<file path="config.mk">
export PLATFORM = sky130hd
export DESIGN_NAME = arbitro_jogadores
export DESIGN_NICKNAME = d
export VERILOG_FILES = /design/src/rtl/pj_pkg.sv /design/src/rtl/arbitro_rr.sv /design/src/rtl/arbitro_jogadores.sv
export SDC_FILE = /design/constraint.sdc
export NUM_CORES = 1
export LEC_CHECK = 0
export ABC_AREA = 1
export BUFFER_PORTS_ARGS = -buffer_cell sky130_fd_sc_hd__buf_4
export CORE_MARGIN = 2
export CORE_UTILIZATION = 58
export CTS_CLUSTER_DIAMETER = 60
export DETAILED_ROUTE_END_ITERATION = 16
export PLACE_DENSITY = 0.8
export SKIP_LAST_GASP = 1
export SYNTH_ARGS = -nofsm -noshare
export SYNTH_HDL_FRONTEND = slang
export SYNTH_SLANG_ARGS = --single-unit
</file>
<file path="constraint.sdc">
create_clock -name clock -period 2.1 [get_ports clock]
set_clock_uncertainty 0.15 [all_clocks]
set_input_delay 0 -clock clock [delete_from_list [all_inputs] [get_ports clock]]
set_output_delay 0 -clock clock [all_outputs]
set_load 0.01 [all_outputs]
</file>
<file path="src/rtl/pj_pkg.sv">
// Shared definitions for the quiz-mode buzzer arbiter: FSM state codes,
// default sizing and a small helper used to size the round timer.
package pj_pkg;

    typedef enum logic [2:0] {
        OCIOSO          = 3'd0,
        ESPERA_BOTAO    = 3'd1,
        ESPERA_RESPOSTA = 3'd2,
        AVALIA          = 3'd3,
        VERIFICA        = 3'd4,
        FIM             = 3'd5
    } estado_t;

    localparam int N_JOG_PAD      = 4;
    localparam int T_JANELA_PAD   = 5000;
    localparam int T_RESPOSTA_PAD = 3000;

    // Larger of two integers, used for the shared window/answer timer width.
    function automatic int pj_max(input int a, input int b);
        return (a > b) ? a : b;
    endfunction

endpackage

</file>
<file path="src/rtl/arbitro_rr.sv">
// Combinational round-robin picker: returns the first requesting index found
// when scanning upward (with wrap-around) from ponteiro.
module arbitro_rr
    import pj_pkg::*;
#(
    parameter int N_JOG = N_JOG_PAD,
    parameter int W     = $clog2(N_JOG)
) (
    input  logic [N_JOG-1:0] req,
    input  logic [W-1:0]     ponteiro,
    output logic [W-1:0]     grant_idx,
    output logic             valid
);

    logic [W:0]   soma_s;
    logic [W-1:0] idx_s;
    logic         hit_s;

    // Scan all players starting at ponteiro; the first request seen wins.
    always_comb begin
        grant_idx = '0;
        valid     = 1'b0;
        soma_s    = '0;
        idx_s     = '0;
        hit_s     = 1'b0;
        for (int i = 0; i < N_JOG; i++) begin
            soma_s    = {1'b0, ponteiro} + (W+1)'(i);
            idx_s     = (soma_s >= (W+1)'(N_JOG)) ? W'(soma_s - (W+1)'(N_JOG)) : W'(soma_s);
            hit_s     = req[idx_s] & ~valid;
            grant_idx = hit_s ? idx_s : grant_idx;
            valid     = valid | req[idx_s];
        end
    end

endmodule

</file>
<file path="src/rtl/arbitro_jogadores.sv">
// Buzzer arbiter and answer sequencer for multi-player quiz mode. Grants one
// player at a time, times the answer, locks out wrong/late players and
// reports a single outcome pulse per round.
module arbitro_jogadores
    import pj_pkg::*;
#(
    parameter int N_JOG      = N_JOG_PAD,
    parameter int T_JANELA   = T_JANELA_PAD,
    parameter int T_RESPOSTA = T_RESPOSTA_PAD,
    localparam int W         = $clog2(N_JOG)
) (
    input  logic             clock,
    input  logic             reset,
    input  logic             abrir,
    input  logic             cancelar,
    input  logic [N_JOG-1:0] botoes,
    input  logic             resposta_valida,
    input  logic             resposta_certa,
    output logic [N_JOG-1:0] concede,
    output logic [W-1:0]     vencedor,
    output logic [N_JOG-1:0] bloqueados,
    output logic             registraR,
    output logic             acertou,
    output logic             errou_todos,
    output logic             timeout,
    output logic             ocupado,
    output logic [2:0]       db_estado
);

    localparam int TW = $clog2(pj_max(pj_max(T_JANELA, T_RESPOSTA), 2));

    estado_t          estado_r, estado_s;
    logic [TW-1:0]    tmr_r;
    logic [W-1:0]     vencedor_r;
    logic [W-1:0]     ponteiro_r;
    logic [N_JOG-1:0] bloqueados_r;
    logic [N_JOG-1:0] botoes_d_r;
    logic             certa_r;

    logic [N_JOG-1:0] borda_s;
    logic [N_JOG-1:0] elegiveis_s;
    logic [N_JOG-1:0] venc_oh_s;
    logic [W-1:0]     rr_idx_s;
    logic             rr_valid_s;

    logic tmr_zera_s, tmr_inc_s, latch_s, bloq_set_s, bloq_clr_s, certa_load_s;

    // Rising-edge detect so a held button cannot retrigger; locked players masked.
    assign borda_s     = botoes & ~botoes_d_r;
    assign elegiveis_s = borda_s & ~bloqueados_r;
    assign venc_oh_s   = N_JOG'(1) << vencedor_r;

    arbitro_rr #(
        .N_JOG (N_JOG),
        .W     (W)
    ) u_rr (
        .req       (elegiveis_s),
        .ponteiro  (ponteiro_r),
        .grant_idx (rr_idx_s),
        .valid     (rr_valid_s)
    );

    assign concede    = (estado_r == ESPERA_RESPOSTA) ? venc_oh_s : '0;
    assign vencedor   = vencedor_r;
    assign bloqueados = bloqueados_r;
    assign ocupado    = (estado_r != OCIOSO);
    assign db_estado  = estado_r;

    // Next-state, outcome pulses and datapath strobes; cancelar beats everything.
    always_comb begin
        estado_s     = estado_r;
        registraR    = 1'b0;
        acertou      = 1'b0;
        errou_todos  = 1'b0;
        timeout      = 1'b0;
        tmr_zera_s   = 1'b0;
        tmr_inc_s    = 1'b0;
        latch_s      = 1'b0;
        bloq_set_s   = 1'b0;
        bloq_clr_s   = 1'b0;
        certa_load_s = 1'b0;
        if (cancelar) begin
            estado_s = OCIOSO;
        end else begin
            case (estado_r)
                OCIOSO: begin
                    if (abrir) begin
                        estado_s   = ESPERA_BOTAO;
                        bloq_clr_s = 1'b1;
                        tmr_zera_s = 1'b1;
                    end else begin
                        estado_s = OCIOSO;
                    end
                end
                ESPERA_BOTAO: begin
                    // A press in the last window cycle still wins over timeout.
                    if (rr_valid_s) begin
                        latch_s    = 1'b1;
                        tmr_zera_s = 1'b1;
                        estado_s   = ESPERA_RESPOSTA;
                    end else if (tmr_r == TW'(T_JANELA - 1)) begin
                        timeout  = 1'b1;
                        estado_s = FIM;
                    end else begin
                        tmr_inc_s = 1'b1;
                    end
                end
                ESPERA_RESPOSTA: begin
                    // An answer arriving on the deadline cycle is accepted.
                    if (resposta_valida) begin
                        registraR    = 1'b1;
                        certa_load_s = 1'b1;
                        estado_s     = AVALIA;
                    end else if (tmr_r == TW'(T_RESPOSTA - 1)) begin
                        bloq_set_s = 1'b1;
                        estado_s   = VERIFICA;
                    end else begin
                        tmr_inc_s = 1'b1;
                    end
                end
                AVALIA: begin
                    if (certa_r) begin
                        acertou  = 1'b1;
                        estado_s = FIM;
                    end else begin
                        bloq_set_s = 1'b1;
                        estado_s   = VERIFICA;
                    end
                end
                VERIFICA: begin
                    if (&bloqueados_r) begin
                        errou_todos = 1'b1;
                        estado_s    = FIM;
                    end else begin
                        tmr_zera_s = 1'b1;
                        estado_s   = ESPERA_BOTAO;
                    end
                end
                FIM: begin
                    estado_s = OCIOSO;
                end
                default: begin
                    estado_s = OCIOSO;
                end
            endcase
        end
    end

    // State register.
    always_ff @(posedge clock or posedge reset) begin
        if (reset) begin
            estado_r <= OCIOSO;
        end else begin
            estado_r <= estado_s;
        end
    end

    // Shared window/answer timer; every compare forces a state exit so it never wraps.
    always_ff @(posedge clock or posedge reset) begin
        if (reset) begin
            tmr_r <= '0;
        end else if (tmr_zera_s) begin
            tmr_r <= '0;
        end else if (tmr_inc_s) begin
            tmr_r <= tmr_r + TW'(1);
        end else begin
            tmr_r <= tmr_r;
        end
    end

    // Winner latch and round-robin pointer, which persists across rounds.
    always_ff @(posedge clock or posedge reset) begin
        if (reset) begin
            vencedor_r <= '0;
            ponteiro_r <= '0;
        end else if (latch_s) begin
            vencedor_r <= rr_idx_s;
            ponteiro_r <= (rr_idx_s == W'(N_JOG - 1)) ? '0 : rr_idx_s + W'(1);
        end else begin
            vencedor_r <= vencedor_r;
            ponteiro_r <= ponteiro_r;
        end
    end

    // Lockout mask: cleared on a new round, kept through cancel and FIM.
    always_ff @(posedge clock or posedge reset) begin
        if (reset) begin
            bloqueados_r <= '0;
        end else if (bloq_clr_s) begin
            bloqueados_r <= '0;
        end else if (bloq_set_s) begin
            bloqueados_r <= bloqueados_r | venc_oh_s;
        end else begin
            bloqueados_r <= bloqueados_r;
        end
    end

    // Previous-button sample for edge detection and the latched comparator result.
    always_ff @(posedge clock or posedge reset) begin
        if (reset) begin
            botoes_d_r <= '0;
            certa_r    <= 1'b0;
        end else begin
            botoes_d_r <= botoes;
            certa_r    <= certa_load_s ? resposta_certa : certa_r;
        end
    end

endmodule

</file>
Word-level counts from Yosys, hierarchy flattened
Cells that the tools add are included.
{"block": "classes", "add_sub_neg": 9, "n_mul": 0, "div_mod_pow": 0, "order_cmp": 8, "eq_ne": 9, "shift": 1, "n_mux": 64, "bitwise": 14, "reduce_logical": 6}
{"op": "$mux W1", "count": 36}
{"op": "$mux W13", "count": 2}
{"op": "$mux W2", "count": 9}
{"op": "$mux W3", "count": 6}
{"op": "$pmux W3 S5", "count": 1}
{"op": "$add A13 B1 Y13 const B", "count": 1}
{"op": "$eq A13 B12 Y1 const B", "count": 1}
{"op": "$eq A13 B13 Y1 const B", "count": 1}
{"op": "$lt A2 B3 Y1 const B", "count": 4}
{"op": "$mux W4", "count": 3}
{"op": "$ge A3 B3 Y1 const B", "count": 3}
{"op": "$and A4 B4 Y4", "count": 2}
{"op": "$bmux W1 S2", "count": 4}
{"op": "$not A4 Y4", "count": 2}
{"op": "$sub A2 B1 Y2 const B", "count": 4}
{"op": "$add A2 B2 Y3 const B", "count": 2}
{"op": "$eq A3 B2 Y1 const B", "count": 2}
{"op": "$ne A4 B3 Y1 const B", "count": 1}
{"op": "$ne A4 B4 Y1 const B", "count": 1}
{"op": "$or A4 B4 Y4", "count": 1}
{"op": "$pmux W1 S2", "count": 2}
{"op": "$reduce_and A4 Y1", "count": 1}
{"op": "$reduce_bool A2 Y1", "count": 2}
{"op": "$shl A1 B2 Y4 const A", "count": 1}
{"op": "13 further kinds", "count": 19}
{"block": "word_totals", "register_bits": 29, "latch_bits": 0, "ramBits": 0, "mem_bits_ro": 0, "word_cells": 118, "mem_count": 0}

Longest topological paths before layout
Gate-level depths: netlist (run 1).
{"block": "logic_depth", "word_depth": 13, "mapped_depth": 15, "mapped_depth_nobuf": 15}

Hierarchy
Synthesis (run 1) repeated with hierarchy kept, for this count alone.
{"block": "hier_totals", "cells_unflattened": 303, "area_unflattened_um2": 2072.0}
{"mod": "arbitro_jogadores", "instances": 1, "cells_each": 244, "area_each_um2": 1778.0, "seq_area_each_um2": 725.7}
{"mod": "arbitro_rr", "instances": 1, "cells_each": 59, "area_each_um2": 294.0, "seq_area_each_um2": 0.0}

Least setup slack after synthesis (run 1)
Ideal clock, no wire load.
{"block": "synth_timing", "path_type": "register to register", "from": "register ponteiro_r[0]", "to": "register ponteiro_r[1]", "arrival_time_ps": 1617, "required_ps": 1827, "path_slack_ps": 211, "stages_incl_launch_ff": 13, "path_buffers": 1, "cell_sequence": "dfrtp_1 > buf_4 > nand3_1 > nand3_1 > nand2_2 > inv_2 > nor2_4 > nand3_1 > nand2_1 > inv_1 > ha_1 > nand2_1 > o21ai_1"}
{"block": "synth_via", "elab_chain_cells": 12, "elab_cells_between_ends": 42}
{"element": "start, declared", "line": "arbitro_jogadores.sv:35", "source": "logic [W-1:0] ponteiro_r;"}
{"element": "start signal, assigned", "line": "arbitro_jogadores.sv:178", "source": "ponteiro_r <= (rr_idx_s == W'(N_JOG - 1)) ? '0 : rr_idx_s + W'(1);"}
{"element": "start signal, assigned", "line": "arbitro_jogadores.sv:181", "source": "ponteiro_r <= ponteiro_r;"}
{"element": "$add A2 B1 Y3", "line": "arbitro_rr.sv:27", "source": "soma_s = {1'b0, ponteiro} + (W+1)'(i);"}
{"element": "$ge A3 B3 Y1 or $sub A2 B1 Y2 (tied branches)", "line": "arbitro_rr.sv:28", "source": "idx_s = (soma_s >= (W+1)'(N_JOG)) ? W'(soma_s - (W+1)'(N_JOG)) : W'(soma_s);"}
{"element": "$mux W2", "line": "arbitro_rr.sv:28"}
{"element": "$bmux W1 S2", "line": "arbitro_rr.sv:29, arbitro_rr.sv:31"}
{"element": "$mux W1 (implied by the code)", "line": "arbitro_rr.sv:29, arbitro_rr.sv:31"}
{"element": "$or A1 B1 Y1", "line": "arbitro_rr.sv:31", "source": "valid = valid | req[idx_s];"}
{"element": "$not A1 Y1 or $or A1 B1 Y1 (tied branches)", "line": "arbitro_rr.sv:29, arbitro_rr.sv:31"}
{"element": "$and A1 B1 Y1 or $not A1 Y1 (tied branches)", "line": "arbitro_rr.sv:29", "source": "hit_s = req[idx_s] & ~valid;"}
{"element": "$mux W2 or $and A1 B1 Y1 (tied branches)", "line": "arbitro_rr.sv:30, arbitro_rr.sv:29"}
{"element": "$mux W2 (*)", "line": "arbitro_rr.sv:30", "source": "grant_idx = hit_s ? idx_s : grant_idx;"}
{"element": "net rr_idx_s[1]", "line": "arbitro_jogadores.sv:43", "source": "logic [W-1:0] rr_idx_s;"}
{"element": "$add A2 B1 Y2 or $eq A2 B2 Y1 (tied branches)", "line": "arbitro_jogadores.sv:178"}
{"element": "$mux W2 (*)", "line": "arbitro_jogadores.sv:178"}
The timed path passes the listed nets; every way through them passes the cells marked *. The select of a mux whose other input is x is not followed.
A chain may end at the register's enable or synchronous reset.

Worst setup path in the final report (run 1)
{"block": "layout_timing", "from": "register tmr_r[0]", "to": "register tmr_r[7]"}
{"block": "layout_via", "elab_chain_cells": 6, "elab_cells_between_ends": 12}
{"element": "start, declared", "line": "arbitro_jogadores.sv:33", "source": "logic [TW-1:0] tmr_r;"}
{"element": "start signal, assigned", "line": "arbitro_jogadores.sv:165", "source": "tmr_r <= tmr_r + TW'(1);"}
{"element": "start signal, assigned", "line": "arbitro_jogadores.sv:167", "source": "tmr_r <= tmr_r;"}
{"element": "$eq A13 B12 Y1 or $eq A13 B13 Y1 (tied branches)", "line": "arbitro_jogadores.sv:114, arbitro_jogadores.sv:101"}
{"element": "$mux W1, on equally long branches", "line": "arbitro_jogadores.sv:114, arbitro_jogadores.sv:101"}
{"element": "$mux W1, on equally long branches", "line": "arbitro_jogadores.sv:110, arbitro_jogadores.sv:97"}
{"element": "$pmux W1 S2", "line": "arbitro_jogadores.sv:85", "source": "case (estado_r)"}
{"element": "$mux W1", "line": "arbitro_jogadores.sv:82", "source": "if (cancelar) begin"}
{"element": "$reduce_bool A2 Y1 (no line)"}
Several ways; a longest one is shown, not always the timed one. The select of a mux whose other input is x is not followed.

==> reports/results.ini, run 1 <==
[sta]
relSlewSlack_pct = 67.2
setup_slack_ns = -0.0520
fin_crit_ns = 2.15
final-setup-viol-count = 14
drv_slew = 0
worst_slew_pin_slew_ns = 0.491
rsz0062_at_grt = true
fin_crit_sh_pct = 102
max_freq_ghz = 0.465
setup_tns_ns = -0.431
final_hold_viol_count = 0

[power_and_ir_drop]
power.density_nw_per_um2 = 1310
intPower_mw = 2.03
peakVddDrop_uv = 909
switchingPower_mw = 1.95
p_leak_nw = 1.48
p_comb_share_pct = 69.1
power_mw = 3.98
p_clk_share_pct = 11.5
switching_share_pct = 49.1
seqPwrFrac_pct = 19.5

[floorplan]
fp.dieH_um = 65.2
start_util_pct = 59.7
core-area_um2 = 3630
dieArea_um2 = 4250
die_w_um = 65.2
rows = 22
ios = 28

[placement]
finalWeightedCongestion = 0.844
dp_hpwl_um = 3580
io_buffers = 27

[cells_and_area]
n_antenna_cell = 0
multi_input_area_um2 = 1480
final_nets = 368
nFillCells = 197
drive_above_1_share_pct = 40.6
area_growth_pct = 40.7
regArea_um2 = 728

[synthesis]
syn_inst = 287
synth_nets = 299
synth-edff-count = 0
synth_ff_type = dfrtp_1
netlist_area_um2 = 2170
yosysUniqueCellTypes = 32
yosysWarnings = 0
ys_seq_area_share_pct = 33.4
postSynthAreaPerCell_um2 = 7.56
synth-seq-cells = 29
async_flop_share_pct = 100

[global_routing]
grtUsageTotal_pct = 28.2
antenna_found_initial = 0
grt.overflow.total = 0
grt_pass1_wl_um = 9250
grt_pass1_vias = 2063
grt_max_degree = 25

[worst_hold_path]
worstHoldStart = abrir
hp-class = in -> reg

[drt]
ant_nets = 0
wl_per_cell_um = 16.5
drtIter0Drc = 206
viasPerCell = 5.76
wl_um = 6680
drcViolationCount = 0
vias = 2331
firstDrtPassIters = 5

[cts]
cts.clk_slew.worst_paths_ns = 0.07
numCtsBuffers = 5
cts-root-buf = clkbuf_8
clk_latency_ns = 0.29
cts.sinks = 29
cts_tree = done
cts_buffer_depth = 2
htree_levels = 2

[run_status]
status = complete, but fails checks
violations = negative setup slack

[setup_path]
cp_max_fo = 13
rr_startpoint = tmr_r[0]
cp.required_ns = 2.12
slowest_delay_ns = 0.39
cp_slowest_cell = dfrtp_1
critPathCaptureType = register
arrival_ns = 2.18
worstSetupStartpoint = tmr_r[0]
worstSetupStartpointType = register
worst_path_most_repeated_cell = nand2_1
worstSetupPathType = reg -> reg
worstPathCellList = ha_1, nand2_1, nor2_1, nand2_1, nor2_1, nor2_2, nand4_1, nand2_1, nand2_2, buf_12, nand3_2, nand2_1

[run]
cap_viol_max_count = 0

## synthesized netlist by cell type (2+ instances only)
cell type / count / area share [%]
xor2_1: 8 / 3.2
a21oi_1: 3 / 0.69
nand4_1: 9 / 2.6
nand2_4: 2 / 1.0
o21ai_1: 4 / 0.92
nor2_1: 28 / 4.8
nand2_2: 6 / 1.7
o21ai_0: 5 / 1.2
buf_12: 3 / 2.8
xnor2_1: 2 / 0.81
ha_1: 2 / 1.2
inv_1: 43 / 7.4
nand2_1: 60 / 10
inv_2: 2 / 0.35
nand4_2: 3 / 1.7
nand3_2: 21 / 9.7
nand3_1: 36 / 8.3
nor4_1: 3 / 0.87
buf_6: 2 / 1.0
nor3_1: 5 / 1.2
dfrtp_1: 29 / 33
## path summary, 6_finish.rpt
kind	endpoint	slack, ns	depth (start not counted)
setup / recovery	tmr_r[7]	-0.05	12
hold / removal	bloqueados[3]	0.02	4
setup reg to reg	tmr_r[7]	-0.05	12
hold reg to reg	certa_r	0.37	2
max in group asynchronous	ponteiro_r[1]	1.03	4
min in group asynchronous	botoes_d_r[1]	0.12	3
## power by group through the flow
stage	combinational [mW]	sequential [mW]	clock (mW)
after floorplan	1.21	0.769	0
after global placement	1.54	0.764	0
after detailed placement	1.57	0.769	0
after CTS	1.95	0.775	0.456
after global routing	2.94	0.786	0.490
final	2.75	0.776	0.457
## metrics by stage
stage          hold slack (ns)  cell area [µm²]  setup WS (ns)  cells  utilization (%)
6_report                0.0154             3050        -0.0520    405             84.0
5_1_grt                 0.0582             3050         -0.140    405             84.0
4_1_cts                0.00835             2800        -0.0277    395             77.0
3_5_place_dp            -0.114             2440         0.0280    367             67.1
3_3_place_gp            -0.125             2440         0.0719    367             67.1
2_1_floorplan           -0.119             2170          0.211    287                -
## routing by layer
layer	global-route usage, %	share of wire (%)	up-vias
met5	0	0	-
met2	49.4	51	132
met3	6.51	6.5	41
met4	9.64	4.8	0
met1	34.1	37	1078
li1	-	-	1080
## timing repair
item	in CTS	in global routing
pin swaps	12	18
endpoints found under the setup margin	1	18
resized for setup	22	36
setup buffers	13	6
hold buffers	7	0
hold endpoints to repair	21	0
cloned	0	4
## cells in the final DEF, fill, tap and decap left out, types with 2 or more instances in the layout
cell,synthesis,routed
clkbuf_8,0,5
o21ai_0,5,5
o21ai_1,4,4
nor3_1,5,5
nand2_4,2,4
nand2_1,60,54
nor2_4,1,3
nor2_1,28,25
a21oi_1,3,2
nand3_1,36,21
nor4_1,3,2
nand3_2,21,34
clkinv_2,0,2
inv_1,43,37
nor2_2,1,2
dfrtp_2,0,2
nand2_2,6,9
nand4_4,0,3
xor2_1,8,8
nand2_8,0,5
nand4_1,9,9
inv_2,2,6
dfrtp_1,29,27
dlygate4sd3_1,0,7
nand3_4,0,2
buf_4,1,52
clkinvlp_4,0,2
buf_6,2,4
## state kept, by name, indices dropped and copies added (netlist names)
signal,flops
db_estado,3
tmr_r,13
ponteiro_r,2
bloqueados,4
vencedor,2
botoes_d_r,4
certa_r,1
## logic make-up (layout without fill, tap and decap cells)
kind of cell	Yosys count	in the layout	synth area share, %
flops	29	29	33.4
compound gates	15	15	3.75
xor+xnor	11	11	4.79
fa+ha+maj	2	2	1.15
simple gates	179	183	44.9
buf+inv	51	117	11.9
## worst max-delay path: cells and delay by family (launching register included)
family / cells / cell delay (ns)
simple gates: 10 / 1.10
flops: 1 / 0.39
fa+ha+maj: 1 / 0.24
buf+inv: 1 / 0.17
## cell type report
type,count,area share [%]
repair buffers,64,17.2
clock inverters,3,0.574
clock buffers,5,2.26
multi-input cells,211,48.4
inverters,45,5.74
well taps,48,1.97
flip-flops and latches,29,23.9
Power figures use the tool's default switching activity.
==> inputs of run 2 (changes only) <==
CORE_MARGIN = unset   (was 2)
SLEW_MARGIN = 15   (was unset)
==> reports/results.ini, run 2 (synthesis results as in run 1) <==
[run_status]
status = complete, but fails checks
violations = negative setup slack

[sta]
fin_crit_sh_pct = 103  ; +0.96 points
setup_slack_ns = -0.0722  ; -0.0202 ns
drv_slew = 0  ; unchanged
rsz0062_at_grt = true
final_hold_viol_count = 0  ; unchanged
max_freq_ghz = 0.460  ; -0.93%
fin_hold_ws_ns = 0.0125  ; -0.00292 ns
final-setup-viol-count = 17  ; +3
relSlewSlack_pct = 67.2  ; about the same
worst_slew_pin_slew_ns = 0.487  ; -0.00400 ns
fin_crit_ns = 2.17  ; +0.0202 ns

[setup_path]
worstSetupPathType = reg -> reg
rr_startpoint = bloqueados[3]
worstSetupStartpointType = register
cp_max_fo = 3  ; -10
r2r_end = ponteiro_r[0]
cp.required_ns = 2.16  ; +0.04 ns
critPathCaptureType = register
ff2ff_path_depth = 14  ; +2
regToRegSetupSlack_ns = -0.07  ; -0.02 ns
arrival_ns = 2.23  ; +0.05 ns

[drt]
wl_per_cell_um = 17.3  ; +4.6%
viasPerCell = 5.85  ; +1.6%
drtIter0Drc = 313  ; +52%
wl_um = 6930  ; +3.6%
firstDrtPassIters = 5  ; unchanged
drcViolationCount = 0  ; unchanged
ant_nets = 0  ; unchanged
vias = 2344  ; +0.56%

[cells_and_area]
fin_util_pct = 88.0  ; +4.0 points
layout_common_cells = nand2_1, buf_4, inv_1, nand3_2, dfrtp_1
instances_no_fill = 401  ; -0.99%
drive_above_1_share_pct = 40.8  ; +0.23 points
final_area_um2 = 3050  ; unchanged
layout.cells.most_common = nand2_1
final_nets = 366  ; -0.54%
nFillCells = 179  ; -9.1%
n_antenna_cell = 0  ; unchanged
top_register = tmr_r
area_growth_pct = 40.7  ; unchanged
largest_reg_flops = 13  ; unchanged

[power_and_ir_drop]
p_leak_nw = 1.52  ; +2.6%
power_mw = 4.15  ; +4.3%
peakVddDrop_uv = 1060  ; +16%
power.density_nw_per_um2 = 1360  ; +4.3%

[floorplan]
ios = 28  ; unchanged
fp.dieH_um = 63.2  ; -3.1%
die_w_um = 63.2  ; -3.1%
start_util_pct = 62.6  ; +2.8 points
rows = 21  ; -4.5%
dieArea_um2 = 3990  ; -6.0%
core-area_um2 = 3470  ; -4.5%

[global_routing]
grt_pass1_wl_um = 9470  ; +2.4%
grt_pass1_vias = 2131  ; +3.3%
grtUsageTotal_pct = 30.6  ; +2.3 points
grt_max_degree = 30  ; +20%
antenna_found_initial = 0  ; unchanged
grt.overflow.total = 0  ; unchanged

[cts]
cts_buffer_depth = 2  ; unchanged
htree_levels = 2  ; unchanged
cts_tree = done
numCtsBuffers = 5  ; unchanged
cts-root-buf = clkbuf_8
cts.clk_slew.worst_paths_ns = 0.07  ; about the same
cts.sinks = 29  ; unchanged
clk_latency_ns = 0.29  ; about the same

[worst_hold_path]
whs_path_depth = 4  ; unchanged
worstHoldStart = abrir
hp-class = in -> reg
holdPathEnd = bloqueados[0]

[run]
cap_viol_max_count = 0  ; unchanged

[placement]
dp.cells = 365  ; -0.54%
io_buffers = 27  ; unchanged
placed_area_um2 = 2460  ; +0.92%
dp_hpwl_um = 3710  ; +3.6%
finalWeightedCongestion = 0.912  ; +8.1%

-- run 2: cell types whose count changed in the layout (fill, tap and decap cells not counted), moves of 3 or more --
| cell | change |
|---|---|
| nand3_1 | -4 |
| buf_4 | -3 |
| nand2_8 | -5 |
| nand3_2 | +4 |
-- run 2: timing repair --
item	4_1_cts	5_1_grt
pin swaps	16	24
hold endpoints to repair	40	0
gates cloned	0	2
resized for setup	23	29
setup buffers	10	9
hold buffers	7	0
endpoints found under the setup margin	2	16
-- run 2: where the power goes --
part | internal, mW | switching, mW | total [mW]
clock | 0.296 | 0.226 | 0.521
sequential | 0.652 | 0.131 | 0.783
combinational | 1.26 | 1.59 | 2.85
total | 2.21 | 1.94 | 4.15
-- run 2: routing by layer --
metal	GRT usage (%)	up-vias	wire, µm
met5	0	-	0
met4	12.5	0	250
met2	50.0	142	3430
met3	6.70	33	503
li1	-	1070	-
met1	38.8	1099	2740
-- run 2: through the flow --
step | worst slack (ns) | setup TNS, ns
final | -0.0722 | -0.512
after floorplan | 0.211 | 0
after detailed placement | 0.0322 | 0
after CTS | -0.0114 | -0.0114
after global routing | -0.156 | -2.27
after global placement | 0.109 | 0
-- run 2: how the worst max path moves through the flow --
stage	startpoint	slack [ns]	end	depth (start not counted)
floorplan	ponteiro_r[0]	0.21	ponteiro_r[1]	12
global placement	ponteiro_r[0]	0.11	ponteiro_r[1]	13
detailed placement	ponteiro_r[0]	0.03	ponteiro_r[1]	13
CTS	ponteiro_r[0]	-0.01	timeout	9
global route	ponteiro_r[0]	-0.16	tmr_r[3]	12
finish	bloqueados[3]	-0.07	ponteiro_r[0]	14
-- run 2: cell type report --
cell class / instances / area, µm² / area share (%)
sequential: 29 / 728 / 23.9
multi-input combinational: 207 / 1390 / 45.5
tap: 46 / 57.6 / 1.89
clock inverter: 1 / 5.00 / 0.164
timing repair buffer: 66 / 604 / 19.8
clock buffer: 7 / 96.3 / 3.16
inverter: 45 / 171 / 5.62
-- run 2: worst max-delay path, stage by stage (launching register included) --
cell	delay [ns]
dfrtp_1	0.43
nor2_2	0.25
nand2_1	0.15
nand2_1	0.12
nand3_1	0.11
nand2_1	0.16
nor2_4	0.07
nand3_2	0.07
nand3_2	0.08
nand2_2	0.07
inv_2	0.04
ha_4	0.14
nor2_2	0.11
nand2_1	0.08
o21ai_1	0.07
==> inputs of run 3 (changes only) <==
CORE_MARGIN = 1.5   (was unset)
CTS_BUF_LIST = sky130_fd_sc_hd__clkbuf_4 sky130_fd_sc_hd__clkbuf_8 sky130_fd_sc_hd__clkbuf_16   (was unset)
==> reports/results.ini, run 3 (synthesis results as in run 1) <==
[sta]
final-setup-viol-count = 3  ; -14
fin_crit_ns = 2.22  ; +0.0522 ns
max_freq_ghz = 0.450  ; -2.3%
relSlewSlack_pct = 68.3  ; +1.0 points
setup_slack_ns = -0.124  ; -0.0522 ns
fin_crit_sh_pct = 106  ; +2.5 points
rsz0062_at_grt = true
final_hold_viol_count = 0  ; unchanged
worst_slew_pin_slew_ns = 0.472  ; -0.0153 ns
drv_slew = 0  ; unchanged

[cts]
cts_buffer_depth = 2  ; unchanged
htree_levels = 2  ; unchanged
cts_tree = done
cts.sinks = 29  ; unchanged
cts-root-buf = clkbuf_8
numCtsBuffers = 5  ; unchanged
clk_latency_ns = 0.28  ; about the same
cts.clk_slew.worst_paths_ns = 0.06  ; about the same

[cells_and_area]
n_antenna_cell = 0  ; unchanged
largest_reg_flops = 13  ; unchanged
final_nets = 351  ; -4.1%
nFillCells = 280  ; +56%
area_growth_pct = 26.0
drive_above_1_share_pct = 29.7  ; -11 points
instances_no_fill = 388  ; -3.2%
top_register = tmr_r
layout_common_cells = nand2_1, inv_1, buf_4, nand3_1, dfrtp_1
layout.cells.most_common = nand2_1

[drt]
drtIter0Drc = 118  ; -62%
ant_nets = 0  ; unchanged
wl_per_cell_um = 12.8  ; -26%
viasPerCell = 5.22  ; -11%
vias = 2027  ; -14%
firstDrtPassIters = 6  ; +1
drcViolationCount = 0  ; unchanged
wl_um = 4960  ; -28%

[placement]
io_buffers = 27  ; unchanged
finalWeightedCongestion = 0.873  ; -4.3%
place_ws_ns = -0.0298  ; -0.0620 ns
dp.cells = 366  ; +0.27%
dp_hpwl_um = 3580  ; -3.5%

[global_routing]
grt.overflow.total = 0  ; unchanged
grtUsageTotal_pct = 25.0  ; -5.6 points
grt_pass1_vias = 1860  ; -13%
grt_pass1_wl_um = 8020  ; -15%
antenna_found_initial = 0  ; unchanged
grt_max_degree = 30  ; unchanged

[setup_path]
cp.required_ns = 1.95  ; -0.21 ns
slowest_delay_ns = 0.50  ; +0.07 ns
worstSetupPathType = reg -> out
cp_top_family = simple AND/OR/NAND/NOR gates
arrival_ns = 2.07  ; -0.16 ns
worstSetupStartpointType = register
worstPathCellList = buf_6, nand4_2, nand3_1, nand2_2, nand2_2, nor2_4, buf_6, nand3_4, nor4_4, buf_4
cp_slowest_cell = dfrtp_2
cp_max_fo = 7  ; +4
crit_buf_inv = 3  ; +2
critPathCaptureType = primary output

[power_and_ir_drop]
power_mw = 3.08  ; -26%
peakVddDrop_uv = 804  ; -24%
p_leak_nw = 1.39  ; -8.2%
power.density_nw_per_um2 = 1130  ; -17%

[floorplan]
rows = 22  ; +4.8%
dieArea_um2 = 4120  ; +3.2%
die_w_um = 64.2  ; +1.6%
core-area_um2 = 3630  ; +4.8%
ios = 28  ; unchanged
start_util_pct = 59.7  ; -2.8 points
fp.dieH_um = 64.2  ; +1.6%

[run]
cap_viol_max_count = 0  ; unchanged

[run_status]
violations = negative setup slack
status = complete, but fails checks

[worst_hold_path]
hp-class = in -> reg

## run 3: tightest hold or removal path, cell delays in order
cell and delay [ns]:
buf_4 0.11, nand3_1 0.11, nor2_1 0.10, nor2_1 0.10
## run 3: power breakdown
part	internal, mW	switching [mW]
Sequential	0.653	0.128
Clock	0.273	0.197
Combinational	0.770	1.06
## run 3: path summary, 6_finish.rpt
path                       slack, ns  depth (start not counted)             to          start
setup / recovery               -0.12                         10        timeout  ponteiro_r[0]
hold / removal                  0.03                          4  bloqueados[1]          abrir
setup reg to reg               -0.08                         12  ponteiro_r[1]  ponteiro_r[0]
hold reg to reg                 0.37                          2        certa_r        certa_r
max in group asynchronous       1.30                          4  ponteiro_r[0]          reset
min in group asynchronous       0.20                          4       tmr_r[6]          reset
## run 3: cell type report
class                   count  area, µm²  area share [%]
multi-input cells         207       1230            45.1
repair buffers             51        449            16.4
well taps                  48       60.1            2.20
inverters                  45        171            6.27
clock buffers               8       91.3            3.34
flip-flops and latches     29        728            26.6
## run 3: repair_timing
item | 4_1_cts | 5_1_grt
setup buffers | 1 | 6
gates resized for setup | 4 | 11
pin swaps | 0 | 4
setup endpoints to repair | 3 | 10
hold endpoints to repair | 40 | 0
hold buffers | 7 | 0
gates cloned | 0 | 0
## run 3: metrics by stage
step / util [%] / setup TNS, ns / instance area (µm²) / hold slack, ns
2_1_floorplan: - / 0 / 2170 / -0.119
3_3_place_gp: 67.6 / 0 / 2450 / -0.0444
3_5_place_dp: 67.6 / -0.0298 / 2450 / -0.0419
4_1_cts: 72.7 / -0.0957 / 2640 / 0.0159
5_1_grt: 75.2 / -1.10 / 2730 / 0.0525
6_report: 75.2 / -0.244 / 2730 / 0.0270
## run 3: routing by layer
metal | global-route usage, % | wire [µm] | up-vias
met3 | 5.81 | 146 | 5
met5 | 0 | 0 | -
met4 | 5.59 | 46 | 0
met1 | 32.4 | 2240 | 959
met2 | 42.3 | 2530 | 27
li1 | - | - | 1036
